[src/rtl/sdft_scheduler_if.sv]
// Bundles the ADC input, SDFT command/response and line-buffer write signals of the scheduler.
interface sdft_scheduler_if #(
   parameter int data_w    = 8,
   parameter int freq_bins = 320,
   parameter int freq_w    = 16
);
   localparam int bin_addr_w = $clog2(freq_bins);

   logic [data_w-1:0]     adc_sample;
   logic                  adc_valid;
   logic [data_w-1:0]     sdft_sample;
   logic                  sdft_start;
   logic                  sdft_read;
   logic [bin_addr_w-1:0] sdft_bin_addr;
   logic                  sdft_ready;
   logic [freq_w-1:0]     sdft_bin_out;
   logic                  line_wr_en;
   logic [bin_addr_w-1:0] line_wr_addr;
   logic [freq_w-1:0]     line_wr_data;
   logic                  line_done;
   logic                  overrun;

   modport master (
      input  adc_sample, adc_valid, sdft_ready, sdft_bin_out,
      output sdft_sample, sdft_start, sdft_read, sdft_bin_addr,
      output line_wr_en, line_wr_addr, line_wr_data, line_done, overrun
   );

   modport slave (
      output adc_sample, adc_valid, sdft_ready, sdft_bin_out,
      input  sdft_sample, sdft_start, sdft_read, sdft_bin_addr,
      input  line_wr_en, line_wr_addr, line_wr_data, line_done, overrun
   );
endinterface

[src/rtl/sdft_scheduler.sv]
// Feeds ADC samples to a sliding DFT and dumps its bins into a waterfall line buffer once per line.
// Define SDFT_SCHED_OVERRUN_EN to expose the sticky overrun flag for dropped samples.
module sdft_scheduler #(
   parameter int data_w           = 8,
   parameter int freq_bins        = 320,
   parameter int freq_w           = 16,
   parameter int SAMPLES_PER_LINE = 64,
   parameter int READ_SKEW        = 2
) (
   input logic              clk,
   input logic              reset_n,
   sdft_scheduler_if.master bus
);
   localparam int bin_addr_w = $clog2(freq_bins);
   localparam int RD_W       = $clog2(freq_bins + READ_SKEW);
   localparam int SC_W       = (SAMPLES_PER_LINE > 1) ? $clog2(SAMPLES_PER_LINE) : 1;

   localparam logic [RD_W-1:0] RD_LAST = RD_W'(freq_bins + READ_SKEW - 1);
   localparam logic [RD_W-1:0] RD_SKEW = RD_W'(READ_SKEW);
   localparam logic [RD_W-1:0] RD_BINS = RD_W'(freq_bins);
   localparam logic [SC_W-1:0] SC_LAST = SC_W'(SAMPLES_PER_LINE - 1);

   localparam logic [2:0] S_IDLE       = 3'd0;
   localparam logic [2:0] S_START      = 3'd1;
   localparam logic [2:0] S_CALC_WAIT  = 3'd2;
   localparam logic [2:0] S_RD_ISSUE   = 3'd3;
   localparam logic [2:0] S_RD_WAIT    = 3'd4;
   localparam logic [2:0] S_RD_CAPTURE = 3'd5;
   localparam logic [2:0] S_LINE_END   = 3'd6;

   logic [2:0]            state_q, state_d;
   logic [data_w-1:0]     pend_data_q, pend_data_d;
   logic                  pend_vld_q, pend_vld_d;
   logic [SC_W-1:0]       samp_cnt_q, samp_cnt_d;
   logic [RD_W-1:0]       rd_idx_q, rd_idx_d;
   logic                  dump_q, dump_d;
   logic                  seen_low_q, seen_low_d;
   logic                  overrun_q, overrun_d;
   logic [data_w-1:0]     sdft_sample_q, sdft_sample_d;
   logic                  sdft_start_q, sdft_start_d;
   logic                  sdft_read_q, sdft_read_d;
   logic [bin_addr_w-1:0] sdft_bin_addr_q, sdft_bin_addr_d;
   logic                  line_wr_en_q, line_wr_en_d;
   logic [bin_addr_w-1:0] line_wr_addr_q, line_wr_addr_d;
   logic [freq_w-1:0]     line_wr_data_q, line_wr_data_d;
   logic                  line_done_q, line_done_d;
   logic                  consume_s;

   // The trailing READ_SKEW reads only flush the pipeline, so they re-read the last bin.
   function automatic logic [bin_addr_w-1:0] rd_addr(input logic [RD_W-1:0] r);
      if (r < RD_BINS) begin
         return bin_addr_w'(r);
      end else begin
         return bin_addr_w'(freq_bins - 1);
      end
   endfunction

   // Next-state, command and pending-sample logic.
   always_comb begin
      state_d         = state_q;
      pend_data_d     = pend_data_q;
      pend_vld_d      = pend_vld_q;
      samp_cnt_d      = samp_cnt_q;
      rd_idx_d        = rd_idx_q;
      dump_d          = dump_q;
      seen_low_d      = seen_low_q;
      sdft_sample_d   = sdft_sample_q;
      sdft_start_d    = 1'b0;
      sdft_read_d     = 1'b0;
      sdft_bin_addr_d = sdft_bin_addr_q;
      line_wr_en_d    = 1'b0;
      line_wr_addr_d  = line_wr_addr_q;
      line_wr_data_d  = line_wr_data_q;
      line_done_d     = 1'b0;
      consume_s       = 1'b0;

      case (state_q)
         S_IDLE: begin
            // A waiting sample always wins over the next dump read.
            if (pend_vld_q && bus.sdft_ready) begin
               consume_s     = 1'b1;
               sdft_start_d  = 1'b1;
               sdft_sample_d = pend_data_q;
               state_d       = S_START;
            end else if (dump_q && bus.sdft_ready) begin
               sdft_read_d     = 1'b1;
               sdft_bin_addr_d = rd_addr(rd_idx_q);
               state_d         = S_RD_ISSUE;
            end else begin
               state_d = S_IDLE;
            end
         end
         S_START: begin
            seen_low_d = 1'b0;
            state_d    = S_CALC_WAIT;
         end
         S_CALC_WAIT: begin
            if (!bus.sdft_ready) begin
               seen_low_d = 1'b1;
            end else if (seen_low_q) begin
               state_d = S_IDLE;
               if (samp_cnt_q == SC_LAST) begin
                  samp_cnt_d = {SC_W{1'b0}};
                  dump_d     = 1'b1;
                  rd_idx_d   = {RD_W{1'b0}};
               end else begin
                  samp_cnt_d = samp_cnt_q + SC_W'(1);
               end
            end else begin
               state_d = S_CALC_WAIT;
            end
         end
         S_RD_ISSUE: begin
            seen_low_d = 1'b0;
            state_d    = S_RD_WAIT;
         end
         S_RD_WAIT: begin
            if (!bus.sdft_ready) begin
               seen_low_d = 1'b1;
            end else if (seen_low_q) begin
               state_d = S_RD_CAPTURE;
            end else begin
               state_d = S_RD_WAIT;
            end
         end
         S_RD_CAPTURE: begin
            if (rd_idx_q >= RD_SKEW) begin
               line_wr_en_d   = 1'b1;
               line_wr_addr_d = bin_addr_w'(rd_idx_q - RD_SKEW);
               line_wr_data_d = bus.sdft_bin_out;
            end else begin
               line_wr_en_d = 1'b0;
            end
            if (rd_idx_q == RD_LAST) begin
               rd_idx_d = {RD_W{1'b0}};
               state_d  = S_LINE_END;
            end else begin
               rd_idx_d = rd_idx_q + RD_W'(1);
               state_d  = S_IDLE;
            end
         end
         S_LINE_END: begin
            line_done_d = 1'b1;
            dump_d      = 1'b0;
            state_d     = S_IDLE;
         end
         default: begin
            state_d = S_IDLE;
         end
      endcase

      // The slot frees in the consuming cycle, so a simultaneous strobe refills it without loss.
      if (consume_s) begin
         pend_vld_d  = bus.adc_valid;
         pend_data_d = bus.adc_valid ? bus.adc_sample : pend_data_q;
      end else if (bus.adc_valid && !pend_vld_q) begin
         pend_vld_d  = 1'b1;
         pend_data_d = bus.adc_sample;
      end else begin
         pend_vld_d  = pend_vld_q;
         pend_data_d = pend_data_q;
      end

`ifdef SDFT_SCHED_OVERRUN_EN
      overrun_d = overrun_q | (bus.adc_valid & pend_vld_q & ~consume_s);
`else
      overrun_d = 1'b0;
`endif
   end

   // State and registered outputs.
   always_ff @(posedge clk or negedge reset_n) begin
      if (!reset_n) begin
         state_q         <= S_IDLE;
         pend_data_q     <= {data_w{1'b0}};
         pend_vld_q      <= 1'b0;
         samp_cnt_q      <= {SC_W{1'b0}};
         rd_idx_q        <= {RD_W{1'b0}};
         dump_q          <= 1'b0;
         seen_low_q      <= 1'b0;
         overrun_q       <= 1'b0;
         sdft_sample_q   <= {data_w{1'b0}};
         sdft_start_q    <= 1'b0;
         sdft_read_q     <= 1'b0;
         sdft_bin_addr_q <= {bin_addr_w{1'b0}};
         line_wr_en_q    <= 1'b0;
         line_wr_addr_q  <= {bin_addr_w{1'b0}};
         line_wr_data_q  <= {freq_w{1'b0}};
         line_done_q     <= 1'b0;
      end else begin
         state_q         <= state_d;
         pend_data_q     <= pend_data_d;
         pend_vld_q      <= pend_vld_d;
         samp_cnt_q      <= samp_cnt_d;
         rd_idx_q        <= rd_idx_d;
         dump_q          <= dump_d;
         seen_low_q      <= seen_low_d;
         overrun_q       <= overrun_d;
         sdft_sample_q   <= sdft_sample_d;
         sdft_start_q    <= sdft_start_d;
         sdft_read_q     <= sdft_read_d;
         sdft_bin_addr_q <= sdft_bin_addr_d;
         line_wr_en_q    <= line_wr_en_d;
         line_wr_addr_q  <= line_wr_addr_d;
         line_wr_data_q  <= line_wr_data_d;
         line_done_q     <= line_done_d;
      end
   end

   assign bus.sdft_sample   = sdft_sample_q;
   assign bus.sdft_start    = sdft_start_q;
   assign bus.sdft_read     = sdft_read_q;
   assign bus.sdft_bin_addr = sdft_bin_addr_q;
   assign bus.line_wr_en    = line_wr_en_q;
   assign bus.line_wr_addr  = line_wr_addr_q;
   assign bus.line_wr_data  = line_wr_data_q;
   assign bus.line_done     = line_done_q;
   assign bus.overrun       = overrun_q;
endmodule

[src/flat_wrapper.sv]
// flat-port wrapper written by rule: the top's interface ports become plain ports
module sdft_scheduler_flat 
#(
   parameter int data_w           = 8,
   parameter int freq_bins        = 320,
   parameter int freq_w           = 16,
   parameter int SAMPLES_PER_LINE = 64,
   parameter int READ_SKEW        = 2
)
  (clk, reset_n, bus_adc_sample, bus_adc_valid, bus_sdft_ready, bus_sdft_bin_out, bus_sdft_sample, bus_sdft_start, bus_sdft_read, bus_sdft_bin_addr, bus_line_wr_en, bus_line_wr_addr, bus_line_wr_data, bus_line_done, bus_overrun);
  sdft_scheduler_if #(.data_w(data_w), .freq_bins(freq_bins), .freq_w(freq_w)) bus_i ();
  input logic clk;
  input logic reset_n;
  input wire logic [$bits(bus_i.adc_sample)-1:0] bus_adc_sample;
  input wire logic [$bits(bus_i.adc_valid)-1:0] bus_adc_valid;
  input wire logic [$bits(bus_i.sdft_ready)-1:0] bus_sdft_ready;
  input wire logic [$bits(bus_i.sdft_bin_out)-1:0] bus_sdft_bin_out;
  output wire logic [$bits(bus_i.sdft_sample)-1:0] bus_sdft_sample;
  output wire logic [$bits(bus_i.sdft_start)-1:0] bus_sdft_start;
  output wire logic [$bits(bus_i.sdft_read)-1:0] bus_sdft_read;
  output wire logic [$bits(bus_i.sdft_bin_addr)-1:0] bus_sdft_bin_addr;
  output wire logic [$bits(bus_i.line_wr_en)-1:0] bus_line_wr_en;
  output wire logic [$bits(bus_i.line_wr_addr)-1:0] bus_line_wr_addr;
  output wire logic [$bits(bus_i.line_wr_data)-1:0] bus_line_wr_data;
  output wire logic [$bits(bus_i.line_done)-1:0] bus_line_done;
  output wire logic [$bits(bus_i.overrun)-1:0] bus_overrun;
  assign bus_i.adc_sample = bus_adc_sample;
  assign bus_i.adc_valid = bus_adc_valid;
  assign bus_i.sdft_ready = bus_sdft_ready;
  assign bus_i.sdft_bin_out = bus_sdft_bin_out;
  assign bus_sdft_sample = bus_i.sdft_sample;
  assign bus_sdft_start = bus_i.sdft_start;
  assign bus_sdft_read = bus_i.sdft_read;
  assign bus_sdft_bin_addr = bus_i.sdft_bin_addr;
  assign bus_line_wr_en = bus_i.line_wr_en;
  assign bus_line_wr_addr = bus_i.line_wr_addr;
  assign bus_line_wr_data = bus_i.line_wr_data;
  assign bus_line_done = bus_i.line_done;
  assign bus_overrun = bus_i.overrun;
  sdft_scheduler #(.data_w(data_w), .freq_bins(freq_bins), .freq_w(freq_w), .SAMPLES_PER_LINE(SAMPLES_PER_LINE), .READ_SKEW(READ_SKEW)) u_core (.clk(clk), .reset_n(reset_n), .bus(bus_i));
endmodule
[config.mk]
export PLATFORM = sky130hd
export DESIGN_NAME = sdft_scheduler_flat
export DESIGN_NICKNAME = d
export VERILOG_FILES = /design/src/rtl/sdft_scheduler_if.sv /design/src/rtl/sdft_scheduler.sv /design/src/flat_wrapper.sv
export SDC_FILE = /design/constraint.sdc
export NUM_CORES = 1
export LEC_CHECK = 0
export BUFFER_PORTS_ARGS = -buffer_cell sky130_fd_sc_hd__buf_2
export CORE_MARGIN = 3
export CORE_UTILIZATION = 48
export CTS_CLUSTER_DIAMETER = 40
export CTS_CLUSTER_SIZE = 20
export DETAILED_ROUTE_END_ITERATION = 16
export PLACE_DENSITY = 0.83
export RECOVER_POWER = 100
export SETUP_SLACK_MARGIN = 0.3
export SLEW_MARGIN = 15
export SYNTH_ARGS = -nofsm -noshare
export SYNTH_HDL_FRONTEND = slang
export SYNTH_SLANG_ARGS = --single-unit
export TNS_END_PERCENT = 20
[constraint.sdc]
create_clock -name clk -period 2.3 [get_ports clk]
set_input_delay 0.345 -clock clk [delete_from_list [all_inputs] [get_ports clk]]
set_output_delay 0.345 -clock clk [all_outputs]
set_load 0.02 [all_outputs]
# Word level (Yosys, flattened, before mapping)
# Cells that the tools add are included.
dict set report op_classes {
  addsub 3
  order_cmp 2
  n_eq_ne 14
  muxes 34
  bitwise_logic 1
  n_reduce_logical 20
}
# operator count
set ops {}
lappend ops {{$mux 9} 5}
lappend ops {{$mux 8} 3}
lappend ops {{$pmux 3 s6} 1}
lappend ops {{$pmux 9 s2} 1}
lappend ops {{$mux 1} 15}
lappend ops {{$mux 3} 4}
lappend ops {{$reduce_and 2->1} 5}
lappend ops {{$add 9x1->9 const B} 1}
lappend ops {{$eq 3x3->1 const B} 3}
lappend ops {{$eq 9x9->1 const B} 1}
lappend ops {{$ge 9x2->1 const B} 1}
lappend ops {{$lt 9x9->1 const B} 1}
lappend ops {{$sub 9x2->9 const B} 1}
lappend ops {{$ne 2x2->1 const B} 4}
lappend ops {{$reduce_and 4->1} 2}
lappend ops {{$reduce_bool 2->1} 4}
lappend ops {{$add 6x1->6 const B} 1}
lappend ops {{$eq 3x2->1 const B} 2}
lappend ops {{$eq 6x6->1 const B} 1}
lappend ops {{$mux 6} 1}
lappend ops {{$reduce_and 3->1} 2}
lappend ops {{$mux 2} 2}
lappend ops {{$ne 2x1->1 const B} 2}
lappend ops {{$pmux 1 s2} 2}
lappend ops {{other kinds (6)} 9}
dict set report totals {
  register_bits 75
  input_bits 28
  out_inout_bits 47
  wordCells 89
}

# Depth between registers and ports, before layout
# Gate-level depths: netlist (run 1).
dict set report logic_depth {
  ltp_word 5
  mapped_depth 7
  mapped_depth_nobuf 6
}

# Worst setup path before layout (run 1)
# No wires, ideal clock.
dict set report synth_timing {
  path_type {flip-flop to flip-flop}
  start {register u_core.rd_idx_q[1]}
  end {register u_core.line_wr_addr_q[0], in the netlist u_core.bus.line_wr_addr[0]}
  setup_ns 0.128
  arrival_time_ns 2.145
  required_ns 2.172
  slack_ns 0.028
  path_stages_with_launch 7
  n_path_buf 1
  synth_period_minus_slack_ns 2.272
  path_cell_list {dfrtp_1 inv_1 ha_1 or4b_4 o41ai_4 buf_6 mux2_1}
}
dict set report synth_between {
  elab_chain_cells 2
}
# element line_no
set synth_lines {}
lappend synth_lines {{start: declaration} sdft_scheduler.sv:35} ;# logic [RD_W-1:0] rd_idx_q, rd_idx_d;
lappend synth_lines {{start signal: assignment} sdft_scheduler.sv:178} ;# rd_idx_q <= {RD_W{1'b0}};
lappend synth_lines {{start signal: assignment} sdft_scheduler.sv:195} ;# rd_idx_q <= rd_idx_d;
lappend synth_lines {{$ge 9x2->1} sdft_scheduler.sv:127} ;# if (rd_idx_q >= RD_SKEW) begin
lappend synth_lines {{$reduce_and 2->1 (no source line)} n/a}
lappend synth_lines {{end signal: assignment} sdft_scheduler.sv:187} ;# line_wr_addr_q <= {bin_addr_w{1'b0}};
lappend synth_lines {{end signal: assignment} sdft_scheduler.sv:204} ;# line_wr_addr_q <= line_wr_addr_d;
lappend synth_lines {{end: declaration} sdft_scheduler.sv:44} ;# logic [bin_addr_w-1:0] line_wr_addr_q, line_wr_addr_d;
# Every way passes these cells.
# A chain may end at the register's enable or synchronous reset.

# Worst setup path in the final report (run 1)
dict set report layout_timing {
  start {register u_core.rd_idx_q[2]}
  end {register u_core.line_wr_data_q[4], in the netlist u_core.bus.line_wr_data[4]}
}
dict set report layout_between {
  elab_chain_cells 2
}
# element line_no
set layout_lines {}
lappend layout_lines {{$ge 9x2->1} sdft_scheduler.sv:127}
lappend layout_lines {{$reduce_and 2->1 (no source line)} n/a}
lappend layout_lines {{end signal: assignment} sdft_scheduler.sv:188} ;# line_wr_data_q <= {freq_w{1'b0}};
lappend layout_lines {{end signal: assignment} sdft_scheduler.sv:205} ;# line_wr_data_q <= line_wr_data_d;
lappend layout_lines {{end: declaration} sdft_scheduler.sv:45} ;# logic [freq_w-1:0] line_wr_data_q, line_wr_data_d;
# Every way passes these cells.

==> key figures, run 1 <==
Outcome
  – Status: completed

Synth
  – Mux contribution to synthesized area: 0.115
  – Synth warn: 0
  – Leading area contributor after synthesis: dfrtp_1
  – Synthesized area per cell: 11.4 um^2
  – #FFs+latches synth: 75
  – EDFF count, synth: 0
  – Compound-cell area share of the yosys netlist: 0.102
  – Ys flop type: dfrtp_1
  – Post-Syn Nets: 327
  – Share of flip-flops with an asynchronous set or reset: 1.00
  – Synthesized netlist cell count: 293
  – Synth cell types: 44
  – Synth Area in XOR/XNOR: 0.0184
  – Top post-synthesis cells by area: dfrtp_1 56%, mux2_2 6.4%, mux2_1 5.1%
  – Post-synthesis adder-cell area fraction: 0.0226
  – Cell Area, Synth: 0.00333 mm^2
  – Combinational family with the most area after synthesis: simple AND/OR/NAND/NOR gates
  – Simple-gate portion of the synthesized area: 0.142
  – Seq/Total Area, Yosys: 0.564
  – Yosys top cell area share: 0.564

Pwr
  – Power per cell area: 1350 mW/mm^2
  – Pleak: 2.01 nW
  – Worst vdd ir: 0.000797 V
  – Pwr Total: 5.73 mW

Global routing
  – Total track usage: 0.194
  – Global-route wire length before repair: 11700 um
  – Antenna violations before repair: 0
  – Met1 usage: 0.241
  – M2 GR Usage: 0.313
  – M3 GR Usage: 0.0406
  – Largest net degree at the start of global routing: 43
  – Busiest grt layer: met2
  – GRT overflow: 0
  – Vias in the first global route: 2492

Critical path
  – Worst EP arrival: 2430 ps
  – Startpoint Class: flop
  – Required @ worst endpoint: 2530 ps
  – Crit-path max FO: 8
  – Crit end category: flop
  – Critical path class: flop to flop

Timing
  – Final hold violations: 0
  – RSZ-0062 raised after global routing: true
  – Actual slew at the worst max-slew pin: 989 ps
  – Setup TNS: 0 ps
  – Clock Skew: 7.71 ps
  – Final worst path period need: 2200 ps
  – Slew Viols, Final: 0
  – Setup Viol. Count Final: 0
  – Fmax: 454 MHz
  – Final period util: 0.957
  – Setup WS post-layout: 99.2 ps
  – Worst slew margin: 0.341

Floorplan
  – Die Wd: 89.3 um
  – Die ar.: 0.00797 mm^2
  – Rows: 29
  – Initial Utilization: 0.509
  – Die Y: 89.3 um
  – CORE AREA: 0.00653 mm^2
  – IO Pins: 75

Final layout
  – NumNets Final: 424
  – Most common cell after layout, fill and taps aside: dfrtp_1
  – Leading cell types in the layout, fill and taps excluded: 74 x dfrtp_1, 48 x clkbuf_1, 44 x nand2_1, 26 x o21ai_0, 26 x buf_2
  – Share of layout cells above drive strength 1: 0.292
  – Final core utilization: 0.648
  – Number of diodes: 0
  – Area grow syn2layout: 27.2%
  – Total of fill cells in the finished design: 496

Place
  – Post-DP HPWL: 4780 um
  – IO Port Bufs: 73
  – Pre-CTS WS: 108 ps
  – GPL Wtd Cong: 0.826

Route
  – DRC: 0
  – DRT Wirelength: 7530 um
  – Vias: 2585
  – DRT antenna net count: 0
  – Initial DRC count: 218
  – Router iterations before antenna repair: 4
  – Vias per inst: 5.49
  – Routed WL per cell: 16.0 um

Clocking
  – Clock root buffer: clkbuf_8
  – Clk_lat worst skew: 350 ps
  – CTS buffer count: 9
  – CTS tree: built
  – Reg clk slew, reported paths: 80 ps
  – CTS sink cnt: 75
  – Clock Path Buffers: 2
  – Maximum level of the CTS H-tree: 3

Flow run
  – Max-cap violation count: 0

Worst hold path
  – Hold Crit Class: input port to flop
critical path, stage by stage (launching register included):
cell and delay [ps]:
dfrtp_1 390, inv_1 120, ha_4 160, or4b_4 480
o41ai_4 290, buf_6 190, buf_12 140, mux2_4 300
through the flow:
step / cell area (um^2) / instances / hold WS (ps)
CTS: 4220 / 466 / 190
finish: 4230 / 471 / 212
global route: 4230 / 471 / 210
global placement: 3830 / 438 / 361
floorplan: 3340 / 293 / 49.4
detailed placement: 3830 / 438 / 363
timing repair:
action	4_1_cts	5_1_grt
setup endpoints to repair	19	50
pin swaps	2	1
hold buffers	1	0
gates resized for setup	11	12
endpoints found under the hold margin	41	0
cloned	2	0
setup buffers	10	5
worst paths after layout:
check / from / end / slack (ps) / cells past startpoint
worst max-delay path: u_core.rd_idx_q[2] / u_core.bus.line_wr_data[4] / 100 / 7
worst min-delay path: bus_adc_valid / u_core.pend_vld_q / 210 / 2
worst max register to register: u_core.rd_idx_q[2] / u_core.bus.line_wr_data[4] / 100 / 7
worst min register to register: u_core.bus.sdft_bin_addr[7] / u_core.bus.sdft_bin_addr[7] / 480 / 2
max in group asynchronous: reset_n / u_core.bus.line_wr_data[9] / 500 / 3
min in group asynchronous: reset_n / u_core.pend_data_q[3] / 690 / 2
report_power, final:
part | leakage [nW] | internal, mW | switching [mW] | total, mW
Sequential | 0.931 | 1.84 | 0.460 | 2.30
Clock | 0.108 | 0.630 | 0.477 | 1.11
Combinational | 0.966 | 1.06 | 1.26 | 2.33
Total | 2.01 | 3.53 | 2.20 | 5.73
area by class of cell:
cell class,count,area (um^2),share of cell area
repair buffers,103,584,0.138
clock buffers,10,138,0.0325
flip-flops and latches,75,1880,0.444
inverters,7,26.3,0.00621
well taps,77,96.3,0.0228
multi-input cells,194,1430,0.338
clock inverters,5,77.6,0.0183
Yosys cell counts, types with 2 or more instances:
| master | instances |
|---|---|
| a21o_1 | 3 |
| and3b_1 | 2 |
| o211ai_1 | 2 |
| or2_2 | 2 |
| or3_1 | 3 |
| a21oi_1 | 12 |
| nand2b_1 | 4 |
| mux2_2 | 19 |
| buf_2 | 4 |
| clkbuf_1 | 9 |
| nand4_1 | 2 |
| ha_1 | 6 |
| and2_1 | 3 |
| mux2_1 | 15 |
| inv_1 | 7 |
| xor2_1 | 2 |
| xnor2_1 | 5 |
| o21ai_0 | 25 |
| buf_6 | 2 |
| nor4b_1 | 3 |
| and3_1 | 3 |
| o22ai_1 | 2 |
| nand3b_1 | 2 |
| o21ba_2 | 2 |
| buf_4 | 2 |
| nor2_1 | 6 |
| o31ai_1 | 2 |
| nand2_1 | 44 |
| nor3_1 | 4 |
| dfrtp_1 | 75 |
| nand3_1 | 8 |
flip-flops by register name, summed over array words and instances (netlist names):
| name | count |
|---|---|
| u_core.bus.line_wr_data | 16 |
| u_core.bus.line_wr_addr | 9 |
| u_core.bus.sdft_bin_addr | 9 |
| u_core.rd_idx_q | 9 |
| u_core.bus.sdft_sample | 8 |
| u_core.pend_data_q | 8 |
| u_core.samp_cnt_q | 6 |
| u_core.state_q | 3 |
| u_core.bus.line_done | 1 |
| u_core.bus.line_wr_en | 1 |
| u_core.bus.sdft_read | 1 |
| u_core.bus.sdft_start | 1 |
| u_core.dump_q | 1 |
| u_core.pend_vld_q | 1 |
| u_core.seen_low_q | 1 |
routing by layer:
metal | share of wire | up-vias
met2 | 0.52 | 84
met4 | 0.032 | 0
met3 | 0.045 | 23
li1 | - | 1212
met1 | 0.40 | 1266
met5 | 0 | -
logic make-up (layout without fill, tap and decap cells):
logic type                 count (synthesis)  after routing
and+or+nand+nor                           92             92
adders and majority gates                  6              6
other                                      1              1
muxes                                     34             34
DFF                                       75             75
xor gates and xnor gates                   7              7
buffers and inverters                     24            125
AOI/OAI and AO/OA                         54             54
Power figures use the tool's default switching activity.
==> run 2: changes to the inputs <==
Settings changed: PLACE_DENSITY 0.83 to not set, PLACE_DENSITY_LB_ADDON set to 0.1.
==> run 2 against run 1 <==
Flip-flop and latch count did not move. Via count fell by 4.5%. Die area did not move. Sequential power barely moved. Global-route usage rose by 0.10 points. Routed wire length fell by 7.0%. Power fell by 3.0%. Count of clock-buffer cells in the layout did not move. Critical path type unchanged. Largest cell class unchanged. Largest power group is now registers.
==> key figures, run 2 (synthesized netlist as in run 1, its figures left out) <==
Critical path
  – Critical path buffers and inverters: 3
  – Startpoint Class: flop
  – Critical R2R Capture: u_core.bus.line_wr_data[10]
  – CP Cell Sequence: inv_2 -> ha_4 -> or4b_1 -> o41ai_4 -> buf_6 -> buf_12 -> mux2_4
  – Worst EP arrival: 2400 ps
  – Stages on worst setup path: 7
  – Crit-path max FO: 8
  – Worst R2R Path Depth: 7
  – Required @ worst endpoint: 2530 ps
  – Reg-to-reg slack, setup: 130 ps
  – Critical path class: flop to flop
  – Crit end category: flop
  – Largest stage delay, worst path: 520 ps
  – Top Family by Delay on Critical Path: simple AND/OR/NAND/NOR gates
  – Reg2reg start: u_core.rd_idx_q[2]
  – Slowest cell on crit path: or4b_1

Route
  – Vias: 2469
  – DRT Wirelength: 7000 um
  – DRC: 0
  – Routed WL per cell: 14.7 um
  – Router iterations before antenna repair: 4
  – Initial DRC count: 103
  – Vias per inst: 5.20
  – DRT antenna net count: 0

Final layout
  – Area grow syn2layout: 26.5%
  – Leading cell types in the layout, fill and taps excluded: 74 x dfrtp_1, 50 x clkbuf_1, 44 x nand2_1, 26 x o21ai_0, 26 x buf_2
  – Final Instance Area: 0.00421 mm^2
  – Most common cell after layout, fill and taps aside: dfrtp_1
  – Cell Count, Final, Fillers Out: 475
  – Sequential cell area: 0.00188 mm^2
  – Multi-input gate area: 0.00141 mm^2
  – NumNets Final: 427
  – Number of diodes: 0
  – Total of fill cells in the finished design: 563
  – Share of layout cells above drive strength 1: 0.291
  – Max FFs per register: 16

Global routing
  – Vias in the first global route: 2448
  – Largest net degree at the start of global routing: 28
  – Global-route wire length before repair: 11800 um
  – Antenna violations before repair: 0
  – Total track usage: 0.195
  – GRT overflow: 0

Floorplan
  – Die Wd: 89.3 um
  – CORE AREA: 0.00653 mm^2
  – Rows: 29
  – Die Y: 89.3 um
  – Initial Utilization: 0.509
  – IO Pins: 75
  – Die ar.: 0.00797 mm^2

Pwr
  – Sequential power share: 0.410
  – Comb power frac: 0.407
  – Power per cell area: 1320 mW/mm^2
  – Internal: 3.42 mW
  – Fraction of power spent switching nets: 0.384
  – Clock share of power: 0.183
  – P_sw: 2.14 mW
  – Worst vdd ir: 0.000722 V
  – Pleak: 2.00 nW

Worst hold path
  – Worst hold path startpoint: bus_adc_valid
  – Hold Crit Class: input port to flop
  – Hold path endpoint: u_core.pend_vld_q
  – Worst Hold Depth: 2

Place
  – GPL Wtd Cong: 0.828
  – IO Port Bufs: 73
  – Dpl cells: 443
  – Pre-CTS WS: 130 ps
  – Post-DP HPWL: 4670 um
  – DP Area: 0.00385 mm^2

Clocking
  – CTS buffer count: 9
  – Clock root buffer: clkbuf_8
  – Reg clk slew, reported paths: 80 ps
  – Clock Path Buffers: 2
  – CTS tree: built
  – Clk_lat worst skew: 340 ps
  – CTS sink cnt: 75
  – Maximum level of the CTS H-tree: 3

Timing
  – Final hold violations: 0
  – Slew Viols, Final: 0
  – Setup TNS: 0 ps
  – Setup WS post-layout: 133 ps
  – Final worst path period need: 2170 ps
  – Clock Skew: 7.11 ps
  – Worst slew margin: 0.0333
  – Actual slew at the worst max-slew pin: 1450 ps
  – Fmax: 462 MHz
  – RSZ-0062 raised after global routing: true
  – Final period util: 0.942
  – Setup Viol. Count Final: 0

Flow run
  – Max-cap violation count: 0

Outcome
  – Status: completed
==> run 2: cell count changes in the layout (fill, tap and decap cells not counted), sizes merged <==
cell,previous run,this run
bufinv,2,1
inv,7,8
clkinvlp,1,2
buf,52,54
clkbuf,60,61
==> run 2: per-layer routing <==
layer  vias to the layer above  wire length [um]  track usage
met2                        69              3390        0.317
met4                         0               149       0.0853
met1                      1162              3130        0.251
met5                         -                 0            0
li1                       1222                 -            -
met3                        16               334       0.0452
==> run 2: per-stage QoR <==
step,hold slack [ps],power (mW),util
5_1_grt,212,5.97,0.644
3_3_place_gp,278,4.30,0.590
4_1_cts,194,5.66,0.651
6_report,207,5.56,0.644
2_1_floorplan,49.4,3.64,-
3_5_place_dp,281,4.35,0.590
==> run 2: area by class of cell <==
class,count,area share
multi-input cells,194,0.334
clock buffers,10,0.0327
clock inverters,6,0.0152
inverters,7,0.00624
well taps,77,0.0229
repair buffers,106,0.142
flip-flops and latches,75,0.446
==> run 2: timing repair <==
action / in CTS / in global routing
setup endpoints to repair: 18 / 34
endpoints found under the hold margin: 24 / 0
gates resized for setup: 19 / 1
setup buffers: 9 / 4
pin swaps: 2 / 1
cloned: 2 / 0
hold buffers: 1 / 0
==> run 2: worst max-delay path by stage <==
stage	startpoint	end	slack, ps
after floorplan	u_core.rd_idx_q[1]	u_core.bus.line_wr_addr[0]	170
after global placement	u_core.rd_idx_q[2]	u_core.bus.line_wr_data[8]	160
after detailed placement	u_core.rd_idx_q[2]	u_core.bus.line_wr_data[8]	130
after CTS	u_core.rd_idx_q[2]	u_core.bus.line_wr_data[8]	140
after global routing	u_core.rd_idx_q[2]	u_core.bus.line_wr_addr[4]	50
final	u_core.rd_idx_q[2]	u_core.bus.line_wr_data[10]	130
==> run 2: power groups by stage <==
| stage | Clock [mW] | Sequential (mW) | Combinational (mW) |
|---|---|---|---|
| 2_1_floorplan | 0 | 2.51 | 1.13 |
| 5_1_grt | 1.11 | 2.37 | 2.50 |
| 6_report | 1.02 | 2.28 | 2.26 |
| 4_1_cts | 1.05 | 2.26 | 2.34 |
| 3_3_place_gp | 0 | 2.26 | 2.05 |
| 3_5_place_dp | 0 | 2.28 | 2.08 |
==> run 3: changes to the inputs <==
Settings changed: ABC_AREA set to 1, CORE_UTILIZATION 48 to 49, GPL_ROUTABILITY_DRIVEN set to 0, TNS_END_PERCENT 20 to not set.
==> run 3 against run 2 <==
The flow now finishes with violations (capacitance limit, slew limit). Clock power shrank 11%. Worst setup slack improved by 200 ps. Maximum frequency up 10%. Combinational power is essentially flat. Register-to-register slack improved by 200 ps. Count of clock-buffer cells in the layout up 1. Worst hold slack got worse by 9.0 ps. Cell area decreased by 2.9%. Critical endpoint is now u_core.bus.line_wr_data[0].
==> key figures, run 3 <==
Pwr
  – Worst vdd ir: 0.000539 V
  – Pleak: 2.19 nW
  – Power per cell area: 1310 mW/mm^2

Route
  – Met2 Routed Length: 3180 um
  – Routed WL per cell: 12.2 um
  – Vias: 2965
  – DRT Wirelength: 7520 um
  – DRC: 0
  – Vias per inst: 4.80
  – Initial DRC count: 140
  – Metal3 WL: 485 um
  – DR top layer: met4
  – Router iterations before antenna repair: 4
  – DRT antenna net count: 0
  – DRT met1 WL: 3770 um

Timing
  – Clock Skew: 9.13 ps
  – Final period util: 0.855
  – Fmax: 509 MHz
  – Worst slew margin: -0.211
  – Actual slew at the worst max-slew pin: 1820 ps
  – Final worst path period need: 1970 ps
  – Setup Viol. Count Final: 0
  – Setup TNS: 0 ps
  – Final hold violations: 0
  – Slew Viols, Final: 76
  – RSZ-0062 raised after global routing: false

Synth
  – Post-Syn Nets: 475
  – Most frequent cells after synthesis: 214 x nand2_1, 75 x dfrtp_1, 32 x inv_1
  – #FFs+latches synth: 75
  – Synth warn: 0
  – Yosys top cell area share: 0.525
  – Seq/Total Area, Yosys: 0.525
  – Cell Area, Synth: 0.00358 mm^2
  – Synthesized netlist cell count: 441
  – Leading area contributor after synthesis: dfrtp_1
  – EDFF count, synth: 0
  – Synthesized area per cell: 8.11 um^2
  – Ys flop type: dfrtp_1
  – Synth cell types: 28
  – Top-count cell post-synth: nand2_1
  – Share of flip-flops with an asynchronous set or reset: 1.00
  – Top post-synthesis cells by area: dfrtp_1 52%, nand2_1 22%, nand3_1 3.8%

Place
  – IO Port Bufs: 73
  – Post-DP HPWL: 5100 um

Clocking
  – Post-CTS Repair Setup Buffers: 0
  – CTS buffer count: 9
  – Hold-fix buffers, CTS: 0
  – Reg clk slew, reported paths: 80 ps
  – CTS tree: built
  – Clock Path Buffers: 2
  – Clk_lat worst skew: 340 ps
  – CTS sink cnt: 75
  – Maximum level of the CTS H-tree: 3
  – Clock root buffer: clkbuf_8

Final layout
  – Max FFs per register: 16
  – Total of fill cells in the finished design: 673
  – Most common cell after layout, fill and taps aside: nand2_1
  – Number of diodes: 0
  – Leading cell types in the layout, fill and taps excluded: 215 x nand2_1, 75 x dfrtp_1, 47 x clkbuf_1, 34 x inv_1
  – Share of layout cells above drive strength 1: 0.109
  – Final core utilization: 0.588
  – Sequential cell area: 0.00188 mm^2
  – NumNets Final: 551
  – Multi-input gate area: 0.00145 mm^2
  – Area grow syn2layout: 14.3%

Global routing
  – Total track usage: 0.186
  – Vias in the first global route: 2782
  – Global-route wire length before repair: 12800 um
  – Antenna violations before repair: 0
  – Largest net degree at the start of global routing: 76
  – GRT overflow: 0

Floorplan
  – Die Wd: 91.4 um
  – Die ar.: 0.00836 mm^2
  – IO Pins: 75
  – Die Y: 91.4 um
  – Rows: 30
  – CORE AREA: 0.00694 mm^2
  – Initial Utilization: 0.515

Critical path
  – Reg2reg start: u_core.rd_idx_q[1]
  – Required @ worst endpoint: 2530 ps
  – Worst EP arrival: 2190 ps
  – Reg-to-reg slack, setup: 330 ps
  – Slowest cell on crit path: dfrtp_1
  – Crit-path max FO: 13
  – Startpoint Class: flop
  – Largest stage delay, worst path: 490 ps
  – Worst setup endpoint: u_core.bus.line_wr_data[0]
  – Critical path class: flop to flop
  – Critical R2R Capture: u_core.bus.line_wr_data[0]
  – CP Launch Point: u_core.rd_idx_q[1]
  – Worst R2R Path Depth: 9
  – CP Cell Sequence: inv_1 -> ha_1 -> inv_1 -> nor2_4 -> nand3_4 -> nor2_1 -> nor2_4 -> nand2_1 -> nand2_1
  – Crit end category: flop

Outcome
  – Status: complete, but fails checks
  – Violated checks: capacitance limit, slew limit

Worst hold path
  – Hold Crit Class: input port to flop

Flow run
  – Max-cap violation count: 1
-- run 3: changes by cell type in the layout (fill, tap and decap cells not counted), sizes merged, moves of 12 or more --
cell   delta
a21oi    -12
inv      +29
buf      -26
nand3    +20
nand2   +173
mux2     -34
nor2     +23
-- run 3: per-stage QoR --
stage | cell area, um^2 | setup slack (ps) | hold WS [ps] | total power, mW | instances
final | 4090 | 335 | 198 | 5.37 | 618
after global routing | 4090 | 170 | 193 | 5.85 | 618
after CTS | 4170 | 320 | 38.9 | 5.49 | 617
after detailed placement | 3990 | 360 | 411 | 4.56 | 601
after global placement | 3990 | 408 | 409 | 4.51 | 601
after floorplan | 3580 | 742 | 49.4 | 3.92 | 441
-- run 3: what timing repair did --
action | in CTS | in global routing
gates resized for setup | 0 | 1
setup endpoints to repair | 0 | 25
hold endpoints to repair | 0 | 0
-- run 3: kinds of logic (layout without fill, tap and decap cells) --
logic type,after synthesis,in the layout,share of synthesized area
simple gates,284,285,0.340
flops,75,75,0.525
buf+inv,48,128,0.0665
compound gates,23,23,0.0371
fa+ha+maj,6,6,0.0210
xor+xnor,4,4,0.00980
other cells,1,1,0.00105
-- run 3: final cells by class --
cell class	instances	area share
clock buffer	11	0.0346
clock inverter	5	0.00919
inverter	37	0.0340
multi-input combinational	319	0.355
sequential	75	0.459
tap	96	0.0294
timing repair buffer	75	0.0784
-- run 3: report_power, final --
group | switching [mW] | internal (mW) | total [mW]
Clock | 0.480 | 0.425 | 0.905
Sequential | 0.418 | 1.81 | 2.23
Combinational | 1.54 | 0.695 | 2.24
Total | 2.44 | 2.93 | 5.37
-- run 3: metal layers --
metal | vias to the layer above | global-route usage
li1 | 1520 | -
met1 | 1339 | 0.271
met2 | 98 | 0.281
met3 | 8 | 0.0323
met4 | 0 | 0.0603
met5 | - | 0
-- run 3: how the worst min path moves through the flow --
stage	start	endpoint	cells past startpoint
2_1_floorplan	reset_n	u_core.bus.line_done	0
3_3_place_gp	reset_n	u_core.bus.line_wr_data[14]	2
3_5_place_dp	reset_n	u_core.bus.line_wr_data[14]	2
4_1_cts	reset_n	u_core.bus.line_wr_data[14]	2
5_1_grt	bus_sdft_bin_out[13]	u_core.bus.line_wr_data[13]	3
6_report	bus_sdft_bin_out[13]	u_core.bus.line_wr_data[13]	3
-- run 3: worst max-delay path: cells and delay by family (launching register included) --
| kind | cells | cell delay (ps) |
|---|---|---|
| buffers and inverters | 2 | 260 |
| flip-flops | 1 | 490 |
| AND/OR/NAND/NOR | 6 | 880 |
| adder cells (fa/ha/maj) | 1 | 220 |
